$ cat src/rtl/pipelined_sum_select.sv
// Two-stage valid/ready pipelined adder: sum2=a+b+c, sum1=sel ? a+b : a+b+c+d.
// Define PIPELINED_SUM_SAT_EN to clamp overflowing results to all ones.
module pipelined_sum_select #(
  parameter int WIDTH = 4,
  parameter int OUT_W = 5
) (
  input  logic             clk,
  input  logic             rst_n,
  input  logic             in_valid,
  output logic             in_ready,
  input  logic [WIDTH-1:0] data_a,
  input  logic [WIDTH-1:0] data_b,
  input  logic [WIDTH-1:0] data_c,
  input  logic [WIDTH-1:0] data_d,
  input  logic             sel,
  output logic             out_valid,
  input  logic             out_ready,
  output logic [OUT_W-1:0] data_out1,
  output logic [OUT_W-1:0] data_out2,
  output logic             ovf1,
  output logic             ovf2
);

  localparam int SW = WIDTH + 2;
  localparam int EW = (OUT_W > SW) ? OUT_W : SW;

  logic [WIDTH:0]  ab_q;
  logic [WIDTH:0]  cd_q;
  logic [WIDTH:0]  c_q;
  logic            sel_q;
  logic            v1_q;

  logic            s2_ready;
  logic            accept;
  logic            s1_move;
  logic [SW-1:0]   full;
  logic [SW-1:0]   abc;
  logic [SW-1:0]   sum1;
  logic [OUT_W:0]  fit1;
  logic [OUT_W:0]  fit2;

  assign s2_ready = !out_valid || out_ready;
  assign in_ready = !v1_q || s2_ready;
  assign accept   = in_valid && in_ready;
  assign s1_move  = v1_q && s2_ready;

  assign full = SW'(ab_q) + SW'(cd_q);
  assign abc  = SW'(ab_q) + SW'(c_q);
  assign sum1 = sel_q ? SW'(ab_q) : full;

  // Returns {ovf, result} for a true sum; wraps or clamps per build.
  function automatic logic [OUT_W:0] fit(input logic [SW-1:0] s);
    logic [EW-1:0]    x;
    logic             o;
    logic [OUT_W-1:0] r;
    x = EW'(s);
    o = |(x >> OUT_W);
    r = x[OUT_W-1:0];
`ifdef PIPELINED_SUM_SAT_EN
    if (o) r = '1;
`endif
    return {o, r};
  endfunction

  assign fit1 = fit(sum1);
  assign fit2 = fit(abc);

  always_ff @(posedge clk or negedge rst_n) begin
    if (!rst_n) begin
      v1_q  <= 1'b0;
      ab_q  <= '0;
      cd_q  <= '0;
      c_q   <= '0;
      sel_q <= 1'b0;
    end else begin
      if (in_ready) v1_q <= in_valid;
      if (accept) begin
        ab_q  <= {1'b0, data_a} + {1'b0, data_b};
        cd_q  <= {1'b0, data_c} + {1'b0, data_d};
        c_q   <= {1'b0, data_c};
        sel_q <= sel;
      end
    end
  end

  always_ff @(posedge clk or negedge rst_n) begin
    if (!rst_n) begin
      out_valid <= 1'b0;
      data_out1 <= '0;
      data_out2 <= '0;
      ovf1      <= 1'b0;
      ovf2      <= 1'b0;
    end else begin
      if (s2_ready) out_valid <= v1_q;
      if (s1_move) begin
        data_out1 <= fit1[OUT_W-1:0];
        data_out2 <= fit2[OUT_W-1:0];
        ovf1      <= fit1[OUT_W];
        ovf2      <= fit2[OUT_W];
      end
    end
  end

endmodule
$ cat config.mk
export PLATFORM = sky130hd
export DESIGN_NAME = pipelined_sum_select
export DESIGN_NICKNAME = d
export VERILOG_FILES = /design/src/rtl/pipelined_sum_select.sv
export SDC_FILE = /design/constraint.sdc
export NUM_CORES = 1
export LEC_CHECK = 0
export CORE_MARGIN = 2
export CORE_UTILIZATION = 46
export DETAILED_ROUTE_END_ITERATION = 16
export GPL_TIMING_DRIVEN = 0
export PLACE_DENSITY = 0.81
export SLEW_MARGIN = 20
export SYNTH_ARGS = -nofsm -noshare
export SYNTH_HDL_FRONTEND = slang
export SYNTH_SLANG_ARGS = --single-unit
$ cat constraint.sdc
create_clock -name clk -period 1.8 [get_ports clk]
set_clock_uncertainty 0.15 [all_clocks]
set_input_delay 0.18 -clock clk [delete_from_list [all_inputs] [get_ports clk]]
set_output_delay 0.18 -clock clk [all_outputs]
set_load 0.02 [all_outputs]
==> flow_summary.json <==
{
  "reg2reg_depth": 7,
  "period_needed_ps": 1980,
  "nets": 244,
  "cts.htree.levels": 2,
  "grt_max_degree": 30,
  "dr.pass1.iters": 4,
  "core-area_mm2": 0.00342,
  "worstMarginPinSlew_ps": 617,
  "setup_ws_ps": -180,
  "placed_cells": 235,
  "portBuffers": 34,
  "dieArea_mm2": 0.00416,
  "async_flop_share_pct": 100,
  "dp_hpwl_mm": 2.54,
  "ff2ff_setup_slack_ps": -180,
  "grt_overflow": 0,
  "crit_required_ps": 1930,
  "failed_checks": "negative setup slack",
  "routedWlPerCell_um": 14.1,
  "crit_start": "ab_q[0]",
  "synth-seq-cells": 29,
  "place_ws_ps": -159,
  "synth_edf_count": 0,
  "die-height_um": 64.5,
  "period_share_pct": 110,
  "vdd_drop_max_uv": 501,
  "final_cells": 248,
  "worstSetupStartpointType": "register",
  "slew_violations": 0,
  "synthCells": 155,
  "synth.avg_cell_area_um2": 10.9,
  "endpoint": "data_out1[4]",
  "p_per_area_mw_per_mm2": 1110,
  "hold_path.class": "in -> async",
  "ys_warn_count": 0,
  "cp.arrival_ps": 2110,
  "antenna_found_initial": 0,
  "p_leak_nw": 1.01,
  "die_x_um": 64.5,
  "whs_ps": 221,
  "syn_area_mm2": 0.00168,
  "final_core_util_pct": 65.7,
  "synthToLayoutAreaGrowth_pct": 33.2,
  "ios": 35,
  "start_util_pct": 49.3,
  "status": "finished with violations",
  "drt_iter0_markers": 39,
  "critical_path_class": "reg -> reg",
  "syn_nets": 197,
  "grt_pass1_wl_mm": 5.55,
  "num_rows": 21,
  "worstSkewPairLatency_ps": 350,
  "dpl-instance-area_mm2": 0.00208,
  "vias": 1278,
  "drc": 0,
  "fmax_mhz": 505,
  "antenna_left": 0,
  "viasPerCell": 5.15,
  "reg2reg_from": "ab_q[0]",
  "diodes": 0,
  "critPathMaxFanout": 4,
  "clock_path_buffers": 2,
  "layout_commonest_cell": "clkdlybuf4s50_1",
  "maxCapViolations": 0,
  "clock_sinks": 29,
  "cts_tree": "built",
  "numCtsBuffers": 5,
  "seq_area_frac_synth_pct": 43.1,
  "r2r_end": "data_out1[4]",
  "rsz0062_at_grt": "yes",
  "ys_types": 31,
  "yosys_most_used_dff": "dfrtp_1",
  "clock-root-buffer": "clkbuf_4",
  "first_global_vias": 1325,
  "routabilityCongestion": 0.808,
  "hold_violations": 0,
  "drive_gt1_share_pct": 24.3,
  "final_area_mm2": 0.00224,
  "cts.clk_slew.worst_paths_ps": 90,
  "finalSetupViolations": 3,
  "routed_wl_mm": 3.51,
  "grt.total_usage_pct": 17.9,
  "final_cell_mix": "32 x clkdlybuf4s50_1, 28 x dfrtp_1, 17 x nand2_1, 14 x ha_1, 13 x o21ai_0",
  "end_kind": "register",
  "relSlewSlack_pct": 58.9
}
-- critical path: stages, from the launching register on --
cell       delay (ps)
dfrtp_1           430
ha_2              220
inv_2              40
fa_2              330
and2b_2           250
o21ai_2            70
a2111oi_2         270
nand3b_1          150
-- cell usage after synthesis (2+ instances only) --
cell / count / area share [%]
dfrtp_1: 29 / 43
ha_1: 17 / 13
nand2_1: 17 / 3.8
o21ai_0: 15 / 4.5
mux2_2: 11 / 7.4
a21oi_1: 9 / 2.7
inv_1: 8 / 1.8
a21o_1: 5 / 2.2
buf_2: 4 / 1.2
fa_1: 4 / 4.8
nor2_1: 4 / 0.89
xor2_1: 4 / 2.1
a21boi_0: 3 / 1.3
o31ai_1: 3 / 1.3
and2b_1: 2 / 0.89
nand2_2: 2 / 0.74
nand2b_1: 2 / 0.74
nand3_1: 2 / 0.59
xnor2_1: 2 / 1.0
-- per-stage QoR --
step	TNS (ps)	power, mW
final	-415	2.49
after global routing	-758	2.66
after CTS	-332	2.36
after detailed placement	-715	1.96
after global placement	-541	1.91
after floorplan	0	1.55
-- sequential cells by signal (all words and copies together) (netlist names) --
name	cells
ab_q	5
cd_q	5
data_out1	5
data_out2	5
c_q	4
out_valid	1
ovf1	1
ovf2	1
sel_q	1
v1_q	1
-- where the power goes --
group,internal [mW],switching [mW],total (mW)
sequential,0.823,0.137,0.960
combinational,0.590,0.539,1.13
clock,0.184,0.223,0.406
-- layer usage --
metal | GRT usage [%] | vias up | share of wire [%]
li1 | - | 633 | -
met1 | 19.5 | 602 | 39
met2 | 32.3 | 35 | 53
met3 | 4.17 | 8 | 4.9
met4 | 9.57 | 0 | 2.5
met5 | 0 | - | 0
-- worst min path at each step --
stage / slack (ps) / depth (start not counted) / end
floorplan: -270 / 0 / ab_q[0]
detailed placement: 80 / 1 / data_out1[3]
global placement: 310 / 2 / data_out1[2]
global route: 300 / 2 / data_out1[2]
finish: 220 / 2 / data_out2[4]
CTS: 270 / 2 / c_q[0]
-- repair_timing --
action,4_1_cts,5_1_grt
buffers inserted,1,4
endpoints found under the hold margin,29,0
endpoints found under the setup margin,5,7
pin swaps,2,5
cloned,0,0
gates resized for setup,2,16
hold buffers,1,0
-- cell families (layout without fill, tap and decap cells) --
family	after synthesis	in the layout	share of synthesized area, %
buffers and inverters	13	60	3.64
XOR/XNOR	6	6	3.12
adder cells (fa/ha/maj)	21	21	17.4
AO/OA/AOI/OAI	37	37	13.4
flip-flops	29	29	43.1
AND/OR/NAND/NOR	37	37	11.4
multiplexers	12	12	7.95
-- layout make-up --
class	instances	area, um^2
buffer	5	31.3
clock buffer	7	55.1
sequential	29	727
inverter	8	30.0
fill	264	1170
multi-input combinational	113	961
timing repair buffer	40	382
tap	46	57.6
(Power assumes the default switching activity.)
